--- src/rtl/btn_pkg.sv ---
// Shared constants for the game-control button front-end: channel indices,
// default timing and the auto-repeat state type (used when AUTOREPEAT_EN is defined).
package btn_pkg;

    localparam int BTN_LEFT   = 0;
    localparam int BTN_RIGHT  = 1;
    localparam int BTN_ROTATE = 2;
    localparam int BTN_FAST   = 3;
    localparam int BTN_PAUSE  = 4;

    localparam int NUM_BTN_DEF      = 5;
    localparam int DEBOUNCE_CYC_DEF = 20000;
    localparam int REPEAT_DELAY_DEF = 2000000;
    localparam int REPEAT_RATE_DEF  = 800000;

    typedef enum logic [1:0] {
        IDLE,
        DELAY,
        REPEAT
    } rpt_state_t;

endpackage

--- src/rtl/btn_debounce_ch.sv ---
// One button channel: 2-flop sync, polarity normalise, debounce, press-edge pulse.
// Optional hold-to-repeat timer is built only when AUTOREPEAT_EN is defined.
module btn_debounce_ch
    import btn_pkg::*;
#(
    parameter int   DEBOUNCE_CYC = DEBOUNCE_CYC_DEF,
    parameter logic ACTIVE_LOW   = 1'b1,
    parameter logic REPEAT_EN    = 1'b0,
    parameter int   REPEAT_DELAY = REPEAT_DELAY_DEF,
    parameter int   REPEAT_RATE  = REPEAT_RATE_DEF
) (
    input  logic i_clk,
    input  logic i_reset,
    input  logic i_raw,
    output logic o_level,
    output logic o_evt
);

    localparam int            CW       = $clog2(DEBOUNCE_CYC) + 1;
    localparam logic [CW-1:0] CNT_LAST = CW'(DEBOUNCE_CYC - 1);

    logic          r_sync1;
    logic          r_sync2;
    logic [CW-1:0] r_cnt;
    logic          r_level;
    logic          r_level_d;
    logic          r_evt;
    logic          w_s;
    logic          w_rise;
    logic          w_fire;

    assign w_s    = r_sync2 ^ ACTIVE_LOW;
    assign w_rise = r_level & ~r_level_d;

    // Synchronisers reset to the idle pin level so reset never looks like a press.
    always_ff @(posedge i_clk) begin
        if (i_reset) begin
            r_sync1   <= ACTIVE_LOW;
            r_sync2   <= ACTIVE_LOW;
            r_cnt     <= '0;
            r_level   <= 1'b0;
            r_level_d <= 1'b0;
        end else begin
            r_sync1   <= i_raw;
            r_sync2   <= r_sync1;
            r_level_d <= r_level;
            if (w_s == r_level) begin
                r_cnt <= '0;
            end else if (r_cnt == CNT_LAST) begin
                r_level <= ~r_level;
                r_cnt   <= '0;
            end else if (r_cnt != '1) begin
                r_cnt <= r_cnt + 1'b1;
            end
        end
    end

`ifdef AUTOREPEAT_EN
    localparam int            TMAX     = (REPEAT_DELAY > REPEAT_RATE) ? REPEAT_DELAY : REPEAT_RATE;
    localparam int            TW       = $clog2(TMAX) + 1;
    localparam logic [TW-1:0] DLY_LAST = TW'(REPEAT_DELAY - 1);
    localparam logic [TW-1:0] RATE_LAST = TW'(REPEAT_RATE - 1);

    rpt_state_t    r_state;
    logic [TW-1:0] r_tmr;

    always_ff @(posedge i_clk) begin
        if (i_reset || !REPEAT_EN || !r_level) begin
            r_state <= IDLE;
            r_tmr   <= '0;
        end else begin
            case (r_state)
                IDLE: begin
                    if (w_rise) begin
                        r_state <= DELAY;
                        r_tmr   <= '0;
                    end
                end
                DELAY: begin
                    if (r_tmr == DLY_LAST) begin
                        r_state <= REPEAT;
                        r_tmr   <= '0;
                    end else if (r_tmr != '1) begin
                        r_tmr <= r_tmr + 1'b1;
                    end
                end
                REPEAT: begin
                    if (r_tmr == RATE_LAST) r_tmr <= '0;
                    else if (r_tmr != '1)   r_tmr <= r_tmr + 1'b1;
                end
                default: begin
                    r_state <= IDLE;
                    r_tmr   <= '0;
                end
            endcase
        end
    end

    assign w_fire = REPEAT_EN && r_level &&
                    (((r_state == DELAY)  && (r_tmr == DLY_LAST)) ||
                     ((r_state == REPEAT) && (r_tmr == RATE_LAST)));
`else
    assign w_fire = 1'b0;
`endif

    always_ff @(posedge i_clk) begin
        if (i_reset) r_evt <= 1'b0;
        else         r_evt <= w_rise | w_fire;
    end

    assign o_level = r_level;
    assign o_evt   = r_evt;

endmodule

--- src/rtl/btn_conditioner.sv ---
// Game-control button front-end: per-channel debounce plus sticky press flags
// cleared by the game core's step tick. Define AUTOREPEAT_EN for hold-to-repeat.
module btn_conditioner
    import btn_pkg::*;
#(
    parameter int                 NUM_BTN      = NUM_BTN_DEF,
    parameter int                 DEBOUNCE_CYC = DEBOUNCE_CYC_DEF,
    parameter logic [NUM_BTN-1:0] ACTIVE_LOW   = NUM_BTN'(5'b11),
    parameter logic [NUM_BTN-1:0] REPEAT_MASK  = NUM_BTN'(5'b11),
    parameter int                 REPEAT_DELAY = REPEAT_DELAY_DEF,
    parameter int                 REPEAT_RATE  = REPEAT_RATE_DEF
) (
    input  logic               i_clk,
    input  logic               i_reset,
    input  logic [NUM_BTN-1:0] i_btn_raw,
    input  logic               i_consume,
    output logic [NUM_BTN-1:0] o_btn_level,
    output logic [NUM_BTN-1:0] o_press_pend,
    output logic [NUM_BTN-1:0] o_press_evt
);

    logic [NUM_BTN-1:0] w_level;
    logic [NUM_BTN-1:0] w_evt;
    logic [NUM_BTN-1:0] r_pend;

    for (genvar g = 0; g < NUM_BTN; g++) begin : g_ch
        btn_debounce_ch #(
            .DEBOUNCE_CYC (DEBOUNCE_CYC),
            .ACTIVE_LOW   (ACTIVE_LOW[g]),
            .REPEAT_EN    (REPEAT_MASK[g]),
            .REPEAT_DELAY (REPEAT_DELAY),
            .REPEAT_RATE  (REPEAT_RATE)
        ) u_ch (
            .i_clk   (i_clk),
            .i_reset (i_reset),
            .i_raw   (i_btn_raw[g]),
            .o_level (w_level[g]),
            .o_evt   (w_evt[g])
        );
    end

    // A new event in the consume cycle wins, so a short press is never dropped.
    always_ff @(posedge i_clk) begin
        if (i_reset) r_pend <= '0;
        else         r_pend <= (r_pend & ~{NUM_BTN{i_consume}}) | w_evt;
    end

    assign o_btn_level  = w_level;
    assign o_press_evt  = w_evt;
    assign o_press_pend = r_pend;

endmodule

--- config.mk ---
export PLATFORM = sky130hd
export DESIGN_NAME = btn_conditioner
export DESIGN_NICKNAME = d
export VERILOG_FILES = /design/src/rtl/btn_pkg.sv /design/src/rtl/btn_debounce_ch.sv /design/src/rtl/btn_conditioner.sv
export SDC_FILE = /design/constraint.sdc
export NUM_CORES = 1
export LEC_CHECK = 0
export CORE_MARGIN = 1
export CORE_UTILIZATION = 54
export DETAILED_ROUTE_END_ITERATION = 10
export GPL_ROUTABILITY_DRIVEN = 0
export PLACE_DENSITY = 0.72
export SLEW_MARGIN = 20
export SYNTH_ARGS = -nofsm -noshare
export SYNTH_HDL_FRONTEND = slang
export SYNTH_HIERARCHICAL = 1
export SYNTH_SLANG_ARGS = --single-unit
--- constraint.sdc ---
create_clock -name i_clk -period 2.35 [get_ports i_clk]
set_clock_uncertainty 0.2 [all_clocks]
set_input_delay 0.47 -clock i_clk [delete_from_list [all_inputs] [get_ports i_clk]]
set_output_delay 0.47 -clock i_clk [all_outputs]
set_load 0.005 [all_outputs]
==> impl_metrics.csv, run 1 <==
group,metric,value,unit
cells_and_area,num-nets-final,626,
worst_hold_path,holdCritStartpoint,"g_ch[1].u_ch/r_level_d",
grt,groute.usage.overall,22.27,%
power_and_ir_drop,p_leak,1.840,nW
sta,max_freq,0.4578,GHz
power_and_ir_drop,power.density_cell_area,524.0,nW/um^2
cts,root_buffer,"clkbuf_8",
power_and_ir_drop,internal_power,2.435,mW
cells_and_area,insertedDiodeCount,0,
logic_synthesis,syn_nets,599,
worst_hold_path,hp-class,"reg -> reg",
power_and_ir_drop,p_switching,679.0,uW
power_and_ir_drop,seqPwrFrac,60.4,%
cts,cts-htree-levels,3,
floorplan,area_of_the_die,10330,um^2
critical_path,reg2reg_setup_slack,0.17,ns
status,run_status,"complete, no violations",
power_and_ir_drop,clock_power_share,37.3,%
logic_synthesis,netlist-cell-type-count,51,
critical_path,type_of_destination_of_the_critical_path,"flip-flop",
floorplan,die_w,101.6,um
critical_path,reg2regPathDepth,5,
critical_path,reg2reg_to,"g_ch[3].u_ch/r_cnt[2]",
critical_path,worstPathArrival,2.28,ns
sta,final-max-slew-violation-count,0,
floorplan,std_cell_rows,35,
cells_and_area,syn_to_final_growth,10.88,%
sta,totalNegativeSetupSlack,0,ns
grt,first_global_vias,4116,
worst_hold_path,worst_hold_path.endpoint,"g_ch[1].u_ch/o_evt",
logic_synthesis,yosys_register_bits,110,
grt,grt-ovfl-total,0,
sta,final.min_clock_period,2.184,ns
critical_path,crit_path_start_kind,"flip-flop",
sta,post-route-period-util,92.95,%
floorplan,start_util,56.93,%
logic_synthesis,synthFlopType,"dfxtp_1",
logic_synthesis,synth.top_cells.by_area,"dfxtp_1, mux2i_1, a21oi_2, a21oi_1, nand4_1",
power_and_ir_drop,switching_share,21.80,%
critical_path,worst-setup-path-type,"reg -> reg",
sta,actual_slew_at_the_worst_max_slew_pin,0.4427,ns
cts,cts_hold_buffers,0,
detailed_routing,detail_route.wl_per_cell,14.19,um
floorplan,fp.coreArea,9415,um^2
logic_synthesis,synth_cells,586,
detailed_routing,detailroute.wirelength.met2,4.866,mm
cells_and_area,final_cell_area,5943,um^2
logic_synthesis,syn_area_per_cell,9.147,um^2
grt,antenna_found_initial,0,
detailed_routing,met3WireLength,415,um
logic_synthesis,synthesis.yosys.warnings,6,
placed_design,cell_area_placed,5707,um^2
cells_and_area,final_layout_size_suffix_gt1_share,18.12,%
flow_run,max_cap_violations,0,
logic_synthesis,asyncSetResetFlopFracSynth,0,%
logic_synthesis,synth.yosys.seq_area_share,41.08,%
grt,grt_start_max_net_pins,25,
detailed_routing,vias,4439,
floorplan,die_y,101.6,um
logic_synthesis,post_synthesis_instance_area,5360,um^2
logic_synthesis,synth_enable_flop_cells,0,
power_and_ir_drop,power_frac_comb,2.3,%
sta,finalHoldViolCount,0,
detailed_routing,number_of_optimization_iterations_in_the_first_detailed_route_pass,5,
cts,clock_insertion_delay_worst_skew,0.37,ns
detailed_routing,m1WireLength,5.224,mm
detailed_routing,via_per_inst,5.942,
cts,cts_made_buffers,9,
power_and_ir_drop,vdd.ir_drop.worst,0.0004439,V
worst_hold_path,min_path_cells,1,
placed_design,placement.io_buffers,22,
placed_design,dpl.hpwl,7.400,mm
cts,numClockSinks,110,
detailed_routing,postRouteAntennaNets,0,
cts,ctsLongestPathBuffers,2,
sta,maxSlewHeadroom,70.39,%
detailed_routing,dr.max_layer_used,"met4",
logic_synthesis,yosysTopAreaCell,"dfxtp_1",
cts,clk_pin_slew_worst_paths,0.09,ns
sta,setup_viol,0,
detailed_routing,wirelength,10.60,mm
critical_path,r2r_start,"g_ch[3].u_ch/r_cnt[0]",
detailed_routing,drc_viols,0,
critical_path,worst-endpoint-required,2.45,ns
cts,cts_tree,"done",
critical_path,cp_max_fo,7,
floorplan,io_pins,23,
logic_synthesis,synth_top_cell_area_share,41.08,%
sta,grt_setup_unrepaired,"no",
grt,grt_pass1_wl,18.46,mm
detailed_routing,drtIter0Drc,229,
[sequential cells by signal, indices dropped and copies added, names as in the netlist]
| signal | flops |
|---|---|
| g_ch.u_ch/o_evt | 5 |
| g_ch.u_ch/o_level | 5 |
| g_ch.u_ch/r_cnt | 80 |
| g_ch.u_ch/r_sync2 | 5 |
| g_ch.u_ch/r_sync1 | 5 |
| g_ch.u_ch/r_level_d | 5 |
| o_press_pend | 5 |
[Yosys cell counts (8+ instances only)]
library cell  instances
xnor2_1               9
or3_1                14
nand4_1              24
and4_1               11
dfxtp_1             110
o21ai_0              17
or4_1                14
nor2b_1              19
inv_1                10
a31oi_1              11
nor2_1               36
clkbuf_1             12
a211oi_1             10
o31ai_1               8
nor4_1               12
a21oi_2              21
and3_1               10
nor2_2                9
a21oi_1              32
nand2_1              30
mux2i_1              20
nor3_1               18
nand3_1              22
[routing by layer]
metal,track usage (%),vias to the layer above
li1,-,2247
met1,29.33,2105
met3,5.176,10
met5,0,-
met2,35.86,77
met4,7.581,0
[power by group through the flow]
stage / sequential [mW] / combinational, mW / clock [mW]
2_1_floorplan: 1.92 / 0.0453 / 0
3_3_place_gp: 1.92 / 0.0709 / 0
3_5_place_dp: 1.92 / 0.0729 / 0
4_1_cts: 1.88 / 0.0730 / 1.20
5_1_grt: 1.88 / 0.0796 / 1.28
6_report: 1.88 / 0.0726 / 1.16
[layout by cell type (no fill, tap or decap), types with 10 or more instances in the layout]
cell type / instances
nor4_1: 12
mux2i_1: 20
a21oi_2: 21
and4_1: 11
a21oi_1: 32
nand4_1: 24
nand2_1: 30
nor3_1: 18
dfxtp_1: 110
nand3_1: 22
or3_1: 14
inv_1: 10
nor2_1: 36
a211oi_1: 10
o21ai_0: 17
or4_1: 12
and3_1: 10
clkbuf_8: 10
clkdlybuf4s50_1: 22
nor2b_1: 19
buf_4: 24
a31oi_1: 11
[final cells by class]
| type | instances | area (um^2) |
|---|---|---|
| fill | 820 | 3472 |
| sequential | 110 | 2202 |
| tap | 129 | 161.4 |
| multi-input combinational | 435 | 2915 |
| clock buffer | 10 | 137.6 |
| clock inverter | 6 | 68.82 |
| timing repair buffer | 47 | 420.4 |
| inverter | 10 | 37.54 |
[what timing repair did]
action	in CTS	in global routing
buffers inserted	0	3
resized for setup	0	2
setup endpoints to repair	0	9
[cells by family (layout without fill, tap and decap cells)]
family          count (synthesis)  in the layout  synth area share (%)
simple gates                  282            282                 32.70
fa+ha+maj                       5              5                 1.167
compound gates                112            112                 14.03
xor+xnor                       16             16                 2.614
buf+inv                        41             73                 4.668
flops                         110            110                 41.08
mux                            20             20                 3.735
[worst max-delay path by stage]
| stage | from | to | slack [ns] | cells past startpoint |
|---|---|---|---|---|
| after global routing | g_ch[2].u_ch/r_cnt[0] | g_ch[2].u_ch/r_cnt[14] | 0.04 | 6 |
| after floorplan | g_ch[2].u_ch/r_cnt[0] | g_ch[2].u_ch/r_cnt[2] | 0.33 | 6 |
| after CTS | g_ch[3].u_ch/r_cnt[0] | g_ch[3].u_ch/r_cnt[2] | 0.06 | 5 |
| final | g_ch[3].u_ch/r_cnt[0] | g_ch[3].u_ch/r_cnt[2] | 0.17 | 5 |
| after global placement | g_ch[3].u_ch/r_cnt[0] | g_ch[3].u_ch/r_cnt[2] | 0.15 | 5 |
| after detailed placement | g_ch[3].u_ch/r_cnt[0] | g_ch[3].u_ch/r_cnt[2] | 0.1 | 5 |
[critical path: stages, from the launching register on]
cell and delay, ns:
dfxtp_1 0.40, ha_1 0.24, nand4_1 0.29, or4_4 0.68
and3_1 0.21, nor3_2 0.09
[stage by stage]
stage	worst slack, ns	instances	power, mW	hold WS, ns	utilization (%)
after floorplan	0.3255	586	1.967	0.1674	-
after global placement	0.1515	728	1.993	0.1708	60.61
after detailed placement	0.09569	728	1.996	0.1742	60.61
after CTS	0.06240	744	3.156	0.1895	62.80
after global routing	0.03565	747	3.239	0.2030	63.12
final	0.1656	747	3.114	0.1877	63.12
(Power assumes the default switching activity.)
==> inputs of run 2 (changes only) <==
Settings changed: CORE_UTILIZATION 54 to 35, PLACE_DENSITY 0.72 to not set.
==> run 2 against run 1 <==
  * Sequential share of layout area fell by 0.99 points
  * Via count fell by 0.88%
  * Hold slack barely moved
  * Fmax barely moved
  * First-iteration DRC count fell by 3.1%
  * Die area rose by 53%
  * Cell area rose by 2.8%
  * Core utilization fell by 22 points
  * Critical path type unchanged
  * Count of clock-buffer cells in the layout did not move
  * Global-route usage fell by 7.9 points
  * Largest power group unchanged
  * Wire length rose by 2.4%
==> impl_metrics.csv, run 2 (same netlist as run 1, synthesis figures left out) <==
group,metric,value,unit
critical_path,cp_max_fo,16,
placed_design,placement.io_buffers,22,
placed_design,dpl.hpwl,7.756,mm
critical_path,critPathMaxStageDelay,0.61,ns
detailed_routing,via_per_inst,5.486,
floorplan,std_cell_rows,44,
cells_and_area,syn_to_final_growth,13.94,%
sta,final-max-slew-violation-count,0,
floorplan,die_w,125.8,um
status,run_status,"complete, no violations",
grt,grt_pass1_wl,18.71,mm
critical_path,type_of_destination_of_the_critical_path,"flip-flop",
power_and_ir_drop,vdd.ir_drop.worst,0.0003878,V
sta,maxSlewHeadroom,70.51,%
grt,grt-ovfl-total,0,
grt,groute.usage.overall,14.38,%
cells_and_area,registers.top_by_ff_count,"g_ch.u_ch/r_cnt",
cells_and_area,layout_common_cells,"dfxtp_1, nor2_1, a21oi_1",
grt,antenna_found_initial,0,
detailed_routing,drtIter0Drc,222,
sta,max_freq,0.4576,GHz
critical_path,worst-endpoint-required,2.39,ns
worst_hold_path,hp-class,"reg -> reg",
critical_path,timing.critical_path.slowest_stage_cell,"or4_4",
sta,finalHoldViolCount,0,
placed_design,place_inst,786,
sta,totalNegativeSetupSlack,0,ns
detailed_routing,number_of_optimization_iterations_in_the_first_detailed_route_pass,5,
floorplan,die_y,125.8,um
cts,cts_hold_buffers,0,
cells_and_area,insertedDiodeCount,0,
cells_and_area,layoutNonFillerInstCount,802,
floorplan,area_of_the_die,15810,um^2
detailed_routing,drc_viols,0,
grt,first_global_vias,4076,
cts,cts_made_buffers,9,
sta,post-route-period-util,92.98,%
detailed_routing,detail_route.wl_per_cell,13.54,um
critical_path,worstPathArrival,2.22,ns
cells_and_area,num-nets-final,626,
power_and_ir_drop,p_leak,1.883,nW
detailed_routing,postRouteAntennaNets,0,
floorplan,start_util,36.33,%
floorplan,io_pins,23,
critical_path,crit_path_cell_trace,"ha_1, nand4_1, or4_4, nand2_4, nor3_1",
critical_path,crit_path_start_kind,"flip-flop",
sta,grt_setup_unrepaired,"no",
floorplan,fp.coreArea,14750,um^2
cts,cts_tree,"done",
power_and_ir_drop,power.density_cell_area,558.0,nW/um^2
critical_path,worst-setup-path-type,"reg -> reg",
cts,clk_pin_slew_worst_paths,0.07,ns
cells_and_area,commonest_non_fill_non_tap_cell_in_the_layout,"dfxtp_1",
sta,holdWs,0.1875,ns
grt,grt_start_max_net_pins,34,
sta,setup_viol,0,
cts,numClockSinks,110,
cts,cts-htree-levels,3,
cts,ctsLongestPathBuffers,2,
cts,clock_insertion_delay_worst_skew,0.36,ns
sta,actual_slew_at_the_worst_max_slew_pin,0.4408,ns
detailed_routing,vias,4400,
detailed_routing,wirelength,10.86,mm
cts,root_buffer,"clkbuf_16",
sta,final.min_clock_period,2.185,ns
cells_and_area,largest_reg_flops,80,
cells_and_area,final_layout_size_suffix_gt1_share,18.45,%
flow_run,max_cap_violations,0,
## run 2: cell types whose count changed in the layout (fill, tap and decap cells not counted), sizes merged
cell / before / now
inv: 11 / 12
clkinvlp: 1 / 0
bufinv: 1 / 0
clkinv: 3 / 4
## run 2: cell type report
cell class                 instances  area (um^2)
fill                            1449         8647
multi-input combinational        435         2932
sequential                       110         2202
timing repair buffer              47        420.4
tap                              184        230.2
clock buffer                      10        229.0
clock inverter                     6        56.30
inverter                          10        37.54
## run 2: report_power, final
group	internal (mW)	leakage (nW)	switching [mW]
Combinational	0.0333	0.854	0.0374
Clock	0.739	0.140	0.720
Sequential	1.87	0.888	0.00578
## run 2: layer usage
| metal | vias up | part of all wire [%] | track usage (%) |
|---|---|---|---|
| li1 | 2244 | - | - |
| met1 | 2083 | 47 | 17.72 |
| met2 | 63 | 48 | 23.89 |
| met3 | 10 | 3.4 | 4.036 |
| met4 | 0 | 1.6 | 5.386 |
| met5 | - | 0 | 0 |
## run 2: through the flow
step | power, mW | setup slack [ns] | instance area (um^2) | utilization, %
after floorplan | 1.967 | 0.3255 | 5360 | -
after global placement | 1.991 | 0.1927 | 5798 | 39.30
after detailed placement | 1.995 | 0.1223 | 5798 | 39.30
after CTS | 3.488 | 0.09298 | 6083 | 41.23
after global routing | 3.553 | 0.007340 | 6107 | 41.39
final | 3.408 | 0.1649 | 6107 | 41.39
## run 2: path summary, 6_finish.rpt
| kind | start | endpoint | slack [ns] | cells past startpoint |
|---|---|---|---|---|
| worst max-delay path | g_ch[4].u_ch/r_cnt[0] | g_ch[4].u_ch/r_cnt[10] | 0.16 | 5 |
| worst min-delay path | g_ch[3].u_ch/r_level_d | g_ch[3].u_ch/o_evt | 0.19 | 1 |
| worst min register to register | g_ch[3].u_ch/r_level_d | g_ch[3].u_ch/o_evt | 0.19 | 1 |
| worst max register to register | g_ch[4].u_ch/r_cnt[0] | g_ch[4].u_ch/r_cnt[10] | 0.16 | 5 |
## run 2: critical path, delay by kind of cell (launching register included)
kind / cells / cell delay, ns
adders and majority gates: 1 / 0.24
DFF: 1 / 0.39
and+or+nand+nor: 4 / 1.23
## run 2: timing repair
item                                    in CTS  in global routing
endpoints found under the setup margin       0                 20
resized for setup                            0                  5
hold endpoints to repair                     0                  0
buffers inserted                             0                  0
